**src/rtl/clkgen_ctl.sv**
```systemverilog
// System-clock control block: turns PLL lock into a sequenced reset and
// generates runtime-programmable clock-enable strobes for slow peripherals.
module clkgen_ctl #(
    parameter int unsigned NUM_CH      = 4,
    parameter int unsigned DIV_W       = 16,
    parameter int unsigned DIV_INIT    = 0,
    parameter int unsigned HOLD_CYC    = 16,
    parameter int unsigned SYNC_STAGES = 2,
    localparam int unsigned SEL_W      = (NUM_CH > 1) ? $clog2(NUM_CH) : 1
) (
    input  logic              clk,
    input  logic              rst,
    input  logic              locked_in,
    input  logic              div_wr,
    input  logic [SEL_W-1:0]  div_sel,
    input  logic [DIV_W-1:0]  div_val,
    output logic [NUM_CH-1:0] ce,
    output logic              rst_out,
    output logic              clk_ok,
    output logic              lock_lost,
    input  logic              lock_lost_clr
);

    localparam int unsigned HOLD_W = (HOLD_CYC > 1) ? $clog2(HOLD_CYC) : 1;

    typedef enum logic [1:0] {
        WAIT_LOCK = 2'd0,
        HOLD      = 2'd1,
        RUN       = 2'd2
    } state_t;

    state_t                 state_q;
    state_t                 state_d;
    logic [SYNC_STAGES-1:0] sync_q;
    logic                   lk;
    logic [HOLD_W-1:0]      hold_q;
    logic [HOLD_W-1:0]      hold_d;
    logic                   lost_set;

    // Lock synchroniser; locked_in comes straight from the PLL, unrelated to clk
    always_ff @(posedge clk or posedge rst) begin
        if (rst) begin
            sync_q <= '0;
        end else begin
            sync_q <= {sync_q[SYNC_STAGES-2:0], locked_in};
        end
    end

    assign lk = sync_q[SYNC_STAGES-1];

    // State register with registered status outputs
    always_ff @(posedge clk or posedge rst) begin
        if (rst) begin
            state_q   <= WAIT_LOCK;
            hold_q    <= '0;
            rst_out   <= 1'b1;
            clk_ok    <= 1'b0;
            lock_lost <= 1'b0;
        end else begin
            state_q   <= state_d;
            hold_q    <= hold_d;
            rst_out   <= (state_d != RUN);
            clk_ok    <= (state_d == RUN);
            lock_lost <= lost_set | (lock_lost & ~lock_lost_clr);
        end
    end

    // Reset sequencing: any loss of lk outside WAIT_LOCK restarts the sequence
    always_comb begin
        state_d  = state_q;
        hold_d   = hold_q;
        lost_set = 1'b0;
        case (state_q)
            WAIT_LOCK: begin
                if (lk) begin
                    state_d = HOLD;
                    hold_d  = HOLD_W'(HOLD_CYC - 1);
                end
            end
            HOLD: begin
                if (!lk) begin
                    state_d = WAIT_LOCK;
                end else if (hold_q == '0) begin
                    state_d = RUN;
                end else begin
                    hold_d = hold_q - HOLD_W'(1);
                end
            end
            RUN: begin
                if (!lk) begin
                    state_d  = WAIT_LOCK;
                    lost_set = 1'b1;
                end
            end
            default: begin
                state_d = WAIT_LOCK;
            end
        endcase
    end

    // Per-channel divisor and phase counter; a write restarts the period
    for (genvar i = 0; i < int'(NUM_CH); i++) begin : g_ch
        logic [DIV_W-1:0] div_q;
        logic [DIV_W-1:0] cnt_q;
        logic             wr_hit;

        assign wr_hit = div_wr && (div_sel == SEL_W'(i));

        always_ff @(posedge clk or posedge rst) begin
            if (rst) begin
                div_q <= DIV_W'(DIV_INIT);
                cnt_q <= '0;
            end else if (wr_hit) begin
                div_q <= div_val;
                cnt_q <= '0;
            end else if (state_q == RUN) begin
                cnt_q <= (cnt_q == div_q) ? '0 : cnt_q + DIV_W'(1);
            end else begin
                cnt_q <= '0;
            end
        end

        // clk_ok mirrors RUN and clears asynchronously, so ce drops with rst
        assign ce[i] = clk_ok && (cnt_q == div_q);
    end

endmodule
```
**config.mk**
```make
export PLATFORM = sky130hd
export DESIGN_NAME = clkgen_ctl
export DESIGN_NICKNAME = d
export VERILOG_FILES = /design/src/rtl/clkgen_ctl.sv
export SDC_FILE = /design/constraint.sdc
export NUM_CORES = 1
export LEC_CHECK = 0
export ABC_AREA = 1
export CORE_ASPECT_RATIO = 0.5
export CORE_MARGIN = 2
export CORE_UTILIZATION = 40
export CTS_BUF_LIST = sky130_fd_sc_hd__clkbuf_8
export DETAILED_ROUTE_END_ITERATION = 8
export GPL_ROUTABILITY_DRIVEN = 0
export SLEW_MARGIN = 5
export SYNTH_ARGS = -nofsm -noshare
export SYNTH_HDL_FRONTEND = slang
export SYNTH_SLANG_ARGS = --single-unit
```
**constraint.sdc**
```tcl
create_clock -name clk -period 10 [get_ports clk]
set_clock_uncertainty 0.1 [all_clocks]
set_input_delay 1.5 -clock clk [delete_from_list [all_inputs] [get_ports clk]]
set_output_delay 1.5 -clock clk [all_outputs]
set_load 0.005 [all_outputs]
```
==> results of run 1 <==
## critical path: cells and delay by family, from the launching register on
kind	cells	cell delay [ps]
AND/OR/NAND/NOR	7	700
buffers and inverters	2	570
flip-flops	1	450
## synthesized netlist by cell type (3+ instances only)
master / n / share of area, %
buf_2: 3 / 0.20
buf_6: 3 / 0.46
clkbuf_1: 9 / 0.46
dfrtp_1: 138 / 47
ha_1: 5 / 0.85
inv_1: 163 / 8.3
inv_2: 3 / 0.15
nand2_1: 333 / 17
nand2_2: 6 / 0.51
nand3_1: 31 / 2.1
nand4_1: 11 / 0.94
nor2_1: 129 / 6.6
nor2_2: 14 / 1.2
nor3_1: 21 / 1.4
nor3_2: 9 / 1.2
o21ai_0: 68 / 4.6
o21ai_1: 4 / 0.27
xnor2_1: 4 / 0.48
xor2_1: 36 / 4.3
## kinds of logic after synthesis
logic type	after synthesis
and+or+nand+nor	559
adders and majority gates	5
buffers and inverters	182
xor gates and xnor gates	40
AOI/OAI and AO/OA	76
DFF	139
## metal layers
metal	vias to the layer above	track usage (%)	share of wire, %
met5	-	0	0
met4	0	4.35	0.93
met3	9	3.42	3.4
met2	61	28.0	44
met1	2815	26.2	52
li1	3102	-	-
## through the flow
step                instances  instance area [µm²]  hold WS (ps)  util, %
floorplan                1001                 7340           231        -
global placement         1252                 7850           237     44.5
detailed placement       1252                 7850           239     44.5
CTS                      1284                 8260           259     46.8
global route             1284                 8260           262     46.8
finish                   1284                 8260           258     46.8
## cell usage in the layout, fill, tap and decap left out, types with 14 or more instances in the layout
cell type / count
xor2_1: 36
nor3_1: 21
inv_1: 163
nand3_1: 31
clkdlybuf4s50_1: 29
dfrtp_1: 138
o21ai_0: 68
nor2_1: 129
nor2_2: 14
clkbuf_8: 18
nand2_1: 333
## flip-flops by register name, summed over array words and instances (netlist names)
| signal | count |
|---|---|
| clk_ok | 1 |
| hold_q | 4 |
| sync_q | 2 |
| lock_lost | 1 |
| g_ch.div_q | 64 |
| rst_out | 1 |
| g_ch.cnt_q | 64 |
| state_q | 2 |
## power by group through the flow
stage                     registers, mW  logic (mW)  clock network, mW
after floorplan                   0.641       0.114                  0
after global placement            0.650       0.150                  0
after detailed placement          0.651       0.153                  0
after CTS                         0.640       0.154              0.492
after global routing              0.647       0.182              0.518
final                             0.640       0.152              0.481
## how the worst max path moves through the flow
stage | start | end | slack, ps
2_1_floorplan | rst | clk_ok | 4680
3_3_place_gp | rst | g_ch[1].cnt_q[11] | 6450
3_5_place_dp | rst | g_ch[1].cnt_q[10] | 6460
4_1_cts | g_ch[0].cnt_q[0] | ce[0] | 6230
5_1_grt | g_ch[0].cnt_q[0] | ce[0] | 6060
6_report | g_ch[0].cnt_q[0] | ce[0] | 6250
## cell type report
type	count	area [µm²]	area share [%]
timing repair buffer	33	320	3.88
clock inverter	14	159	1.92
inverter	166	628	7.60
clock buffer	18	248	3.00
multi-input combinational	680	3130	37.9
tap	234	293	3.54
sequential	139	3480	42.1
==> metrics.yaml, run 1 <==
synth-edff-count: 0
dr.pass1.iters: 4
coreArea_mm2: 0.0177
p_comb_share_pct: 11.9
cts_buffers: 17
synth_top_family_by_area: "simple AND/OR/NAND/NOR gates"
vias_per_cell: 4.66
syn_nets: 1029
finalCritPeriodShare_pct: 37.5
grt_overflow_total: 0
final_layout_size_suffix_gt1_share_pct: 6.95
worstPathRequired_ps: 8400
crit_path_max_incr_delay_ps: 510
cts_root_buf: "clkbuf_8"
switching_share_pct: 29.2
synth_compound_area_share_pct: 5.25
cp_max_fo: 6
io_buffers: 29
postSynth.asyncResetShare_pct: 100
clkLatencyLatePin_ps: 460
wl_per_cell_um: 12.7
power_mw: 1.27
synth.cell_area_mm2: 0.00734
crit_chain: "inv_1 > nand2_1 > nand2_1 > nor2_1 > nand2_1 > nor2_1 > nand2_1 > nor2_1 > clkdlybuf4s50_1"
fin_crit_ps: 3750
die_w_um: 196
pwr_density_cell_mw_per_mm2: 154
final_max_slew_viol_count: 0
p_clk_share_pct: 37.8
worstSetupPathType: "flip-flop to primary output"
dieArea_mm2: 0.0195
hold_violations: 0
yosysUniqueCellTypes: 30
status: "finished, final reports clean"
timing.fmax_mhz: 266
maxCapViolations: 0
r2r-start: "g_ch[3].cnt_q[0]"
drc: 0
ys_seq_area_share_pct: 47.4
ir_worst_vdd_uv: 67.1
grt_usage_pct: 18.1
start_kind: "flip-flop"
setup_viol: 0
min_from: "sync_q[0]"
grt_max_degree: 73
vias: 5987
cts.sinks: 139
leakagePower_nw: 3.85
post_cts_buffers: 0
cts_tree: "built"
postRouteAntennaNets: 0
placementRows: 34
synthMuxAreaShare_pct: 0
totalWireLength_mm: 16.3
setup_slack_ps: 6250
clkTransAtPathRegs_ps: 80
critical-path-slowest-cell: "clkdlybuf4s50_1"
ctsResizeCount: 0
nFillCells: 1788
initial_core_util_pct: 41.6
num-nets-final: 1065
ctsHoldBuffers: 0
fin_tns_setup_ps: 0
slew_headroom_pct: 33.6
antenna_cells: 0
synth_ff_type: "dfrtp_1"
reg2reg_depth: 7
dp_slack_ps: 6460
p_sw_mw: 0.371
netlist_instances: 1001
synthAdderAreaFrac_pct: 0.853
syn_avg_cell_area_um2: 7.33
yosys_warnings: 0
power_frac_seq_pct: 50.3
crit_top_cell: "nand2_1"
die_h_um: 99.8
synth_xor_area_share_pct: 4.77
area_delta_synth_final_pct: 12.6
worst-slew-pin-transition_ps: 993
first_iter_violations: 358
io-pin-count: 30
first_global_vias: 5652
p_int_mw: 0.901
crit_arrival_ps: 2150
dpl.hpwl_mm: 11.8
antenna_found_initial: 0
whs_path_depth: 0
reg2reg_slack_ps: 8310
cts.path.max_buffers: 2
hold_path.class: "flip-flop to flip-flop"
grt_pass1_wl_mm: 28.0
yosys.area_share.simple_pct: 31.8
cp-end-kind: "primary output"
rsz0062_at_grt: "no"
hold_end: "sync_q[1]"
cts-htree-levels: 4
r2r_end: "g_ch[3].cnt_q[12]"
ys_ff_latch: 139
Note: power is estimated with default switching activity, not from simulation.
==> run 2: changes to the inputs <==
==> constraint.sdc (replaced) <==
create_clock -name clk -period 3.6 [get_ports clk]
set_clock_uncertainty 0.1 [all_clocks]
set_input_delay 0.54 -clock clk [delete_from_list [all_inputs] [get_ports clk]]
set_output_delay 0.54 -clock clk [all_outputs]
set_load 0.005 [all_outputs]
==> run 2 against run 1 <==
  * Utilization is 0.057 points higher
  * Cell area is 0.12% higher
  * Worst hold slack better by 1.6 ps
  * Wire length is 1.8% higher
  * Clock power grew to 2.5 times the previous value
  * Die area stayed put
  * Sequential share of layout area is 0.051 points lower
  * Critical endpoint unchanged
  * Count of clock-buffer cells in the layout stayed put
  * Critical path depth stayed put
  * Cell count is 0.23% higher
==> metrics.yaml, run 2 (synthesis gave the netlist of run 1 again) <==
cts.sinks: 139  # unchanged
die_h_um: 99.8  # unchanged
worstSetupPathType: "flip-flop to primary output"
maxCapViolations: 0  # unchanged
status: "finished, final reports clean"
cts-htree-levels: 4  # unchanged
first_global_vias: 5620  # -0.57%
fin_crit_ps: 2790
finalCritPeriodShare_pct: 77.5
wl_per_cell_um: 12.9  # +1.6%
final_max_slew_viol_count: 0  # unchanged
first_iter_violations: 341  # -4.7%
initial_core_util_pct: 41.6  # unchanged
num-nets-final: 1068  # +0.28%
final_common_cell: "nand2_1"
io_buffers: 29  # unchanged
grt.busiest_layer: "met2"
postRouteAntennaNets: 0  # unchanged
final_layout_size_suffix_gt1_share_pct: 7.22  # +0.27 points
cts_buffers: 17  # unchanged
clkTransAtPathRegs_ps: 90  # about the same
dpl.hpwl_mm: 12.2  # +3.5%
reg_top3: "g_ch.cnt_q x64, g_ch.div_q x64, hold_q x4"
setup_slack_ps: 809  # -5440 ps
r2r_end: "g_ch[1].cnt_q[10]"
pwr_density_cell_mw_per_mm2: 413  # +170%
cts.path.max_buffers: 2  # unchanged
met3_usage_pct: 3.83  # +0.41 points
hold_violations: 0  # unchanged
final_cells: 1287  # +0.23%
ctsHoldBuffers: 0  # unchanged
slew_headroom_pct: 35.5  # +1.8 points
vias_per_cell: 4.71  # +1.0%
start_kind: "flip-flop"
dp_slack_ps: 1130  # -5330 ps
ctsResizeCount: 0  # unchanged
setup_viol: 0  # unchanged
grt_pass1_wl_mm: 27.9  # -0.12%
grt_usage_pct: 18.2  # +0.12 points
cts_tree: "built"
cts_root_buf: "clkbuf_8"
ir_worst_vdd_uv: 211  # +210%
reg2reg_slack_ps: 1850  # -6460 ps
worstPathRequired_ps: 2960  # -5440 ps
timing.fmax_mhz: 358
grt_max_degree: 43  # -41%
die_w_um: 196  # unchanged
fin_tns_setup_ps: 0  # unchanged
critPathCapture: "ce[0]"
cp-end-kind: "primary output"
clkLatencyLatePin_ps: 440  # -20 ps
dr.pass1.iters: 5  # +1
r2r-start: "g_ch[1].cnt_q[0]"
critPathLaunch: "g_ch[0].cnt_q[2]"
worst-slew-pin-transition_ps: 966  # -27.2 ps
power_mw: 3.42  # +170%
placementRows: 34  # unchanged
totalWireLength_mm: 16.6  # +1.8%
antenna_cells: 0  # unchanged
final_cell_mix: "333 x nand2_1, 163 x inv_1, 138 x dfrtp_1"
post_cts_buffers: 0  # unchanged
dieArea_mm2: 0.0195  # unchanged
io-pin-count: 30  # unchanged
reg2reg_depth: 7  # unchanged
grt_overflow_total: 0  # unchanged
leakagePower_nw: 3.85  # about the same
crit_arrival_ps: 2150  # about the same
vias: 6061  # +1.2%
grtUsageMet1_pct: 26.0  # -0.29 points
area_delta_synth_final_pct: 12.7
coreArea_mm2: 0.0177  # unchanged
dpl.cell_count: 1255  # +0.24%
rsz0062_at_grt: "no"
hold_path.class: "flip-flop to flip-flop"
antenna_found_initial: 0  # unchanged
hold_ws_ps: 260  # +1.57 ps
use_met2_pct: 28.6  # +0.55 points
drc: 0  # unchanged
cp_max_fo: 5  # -1
## run 2: power by group
group          internal (mW)  switching, mW
Clock                  0.564          0.645
Combinational          0.169          0.259
Sequential              1.69         0.0885
## run 2: per-layer routing
metal	routed length, µm	share of wire, %
met1	8570	52
met4	96	0.58
met2	7290	44
met3	621	3.7
met5	0	0
## run 2: critical path, stage by stage (launching register included)
cell and delay (ps):
dfrtp_1 440, inv_1 80, nand2_1 60, nand2_1 50, nor2_1 90, nand2_1 60, nor2_1 180, nand2_1 110
nor2_1 130, clkdlybuf4s50_1 520
## run 2: final cells by class
class                           count  area, µm²
Clock buffer                       18        248
Sequential cell                   139       3480
Fill cell                        1793       9390
Inverter                          166        627
Tap cell                          234        293
Timing Repair Buffer               36        368
Clock inverter                     14        123
Multi-Input combinational cell    680       3130
## run 2: worst min-delay path by stage
stage	from	cells after the start	slack, ps	to
after CTS	sync_q[0]	0	270	sync_q[1]
after global placement	sync_q[0]	0	240	sync_q[1]
after global routing	sync_q[0]	0	290	sync_q[1]
after floorplan	sync_q[0]	0	230	sync_q[1]
final	sync_q[0]	0	260	sync_q[1]
after detailed placement	sync_q[0]	0	240	sync_q[1]
## run 2: through the flow
stage          utilization [%]  instance area (µm²)
2_1_floorplan                -                 7340
3_3_place_gp              44.7                 7900
3_5_place_dp              44.7                 7900
4_1_cts                   46.8                 8270
5_1_grt                   46.8                 8270
6_report                  46.8                 8270
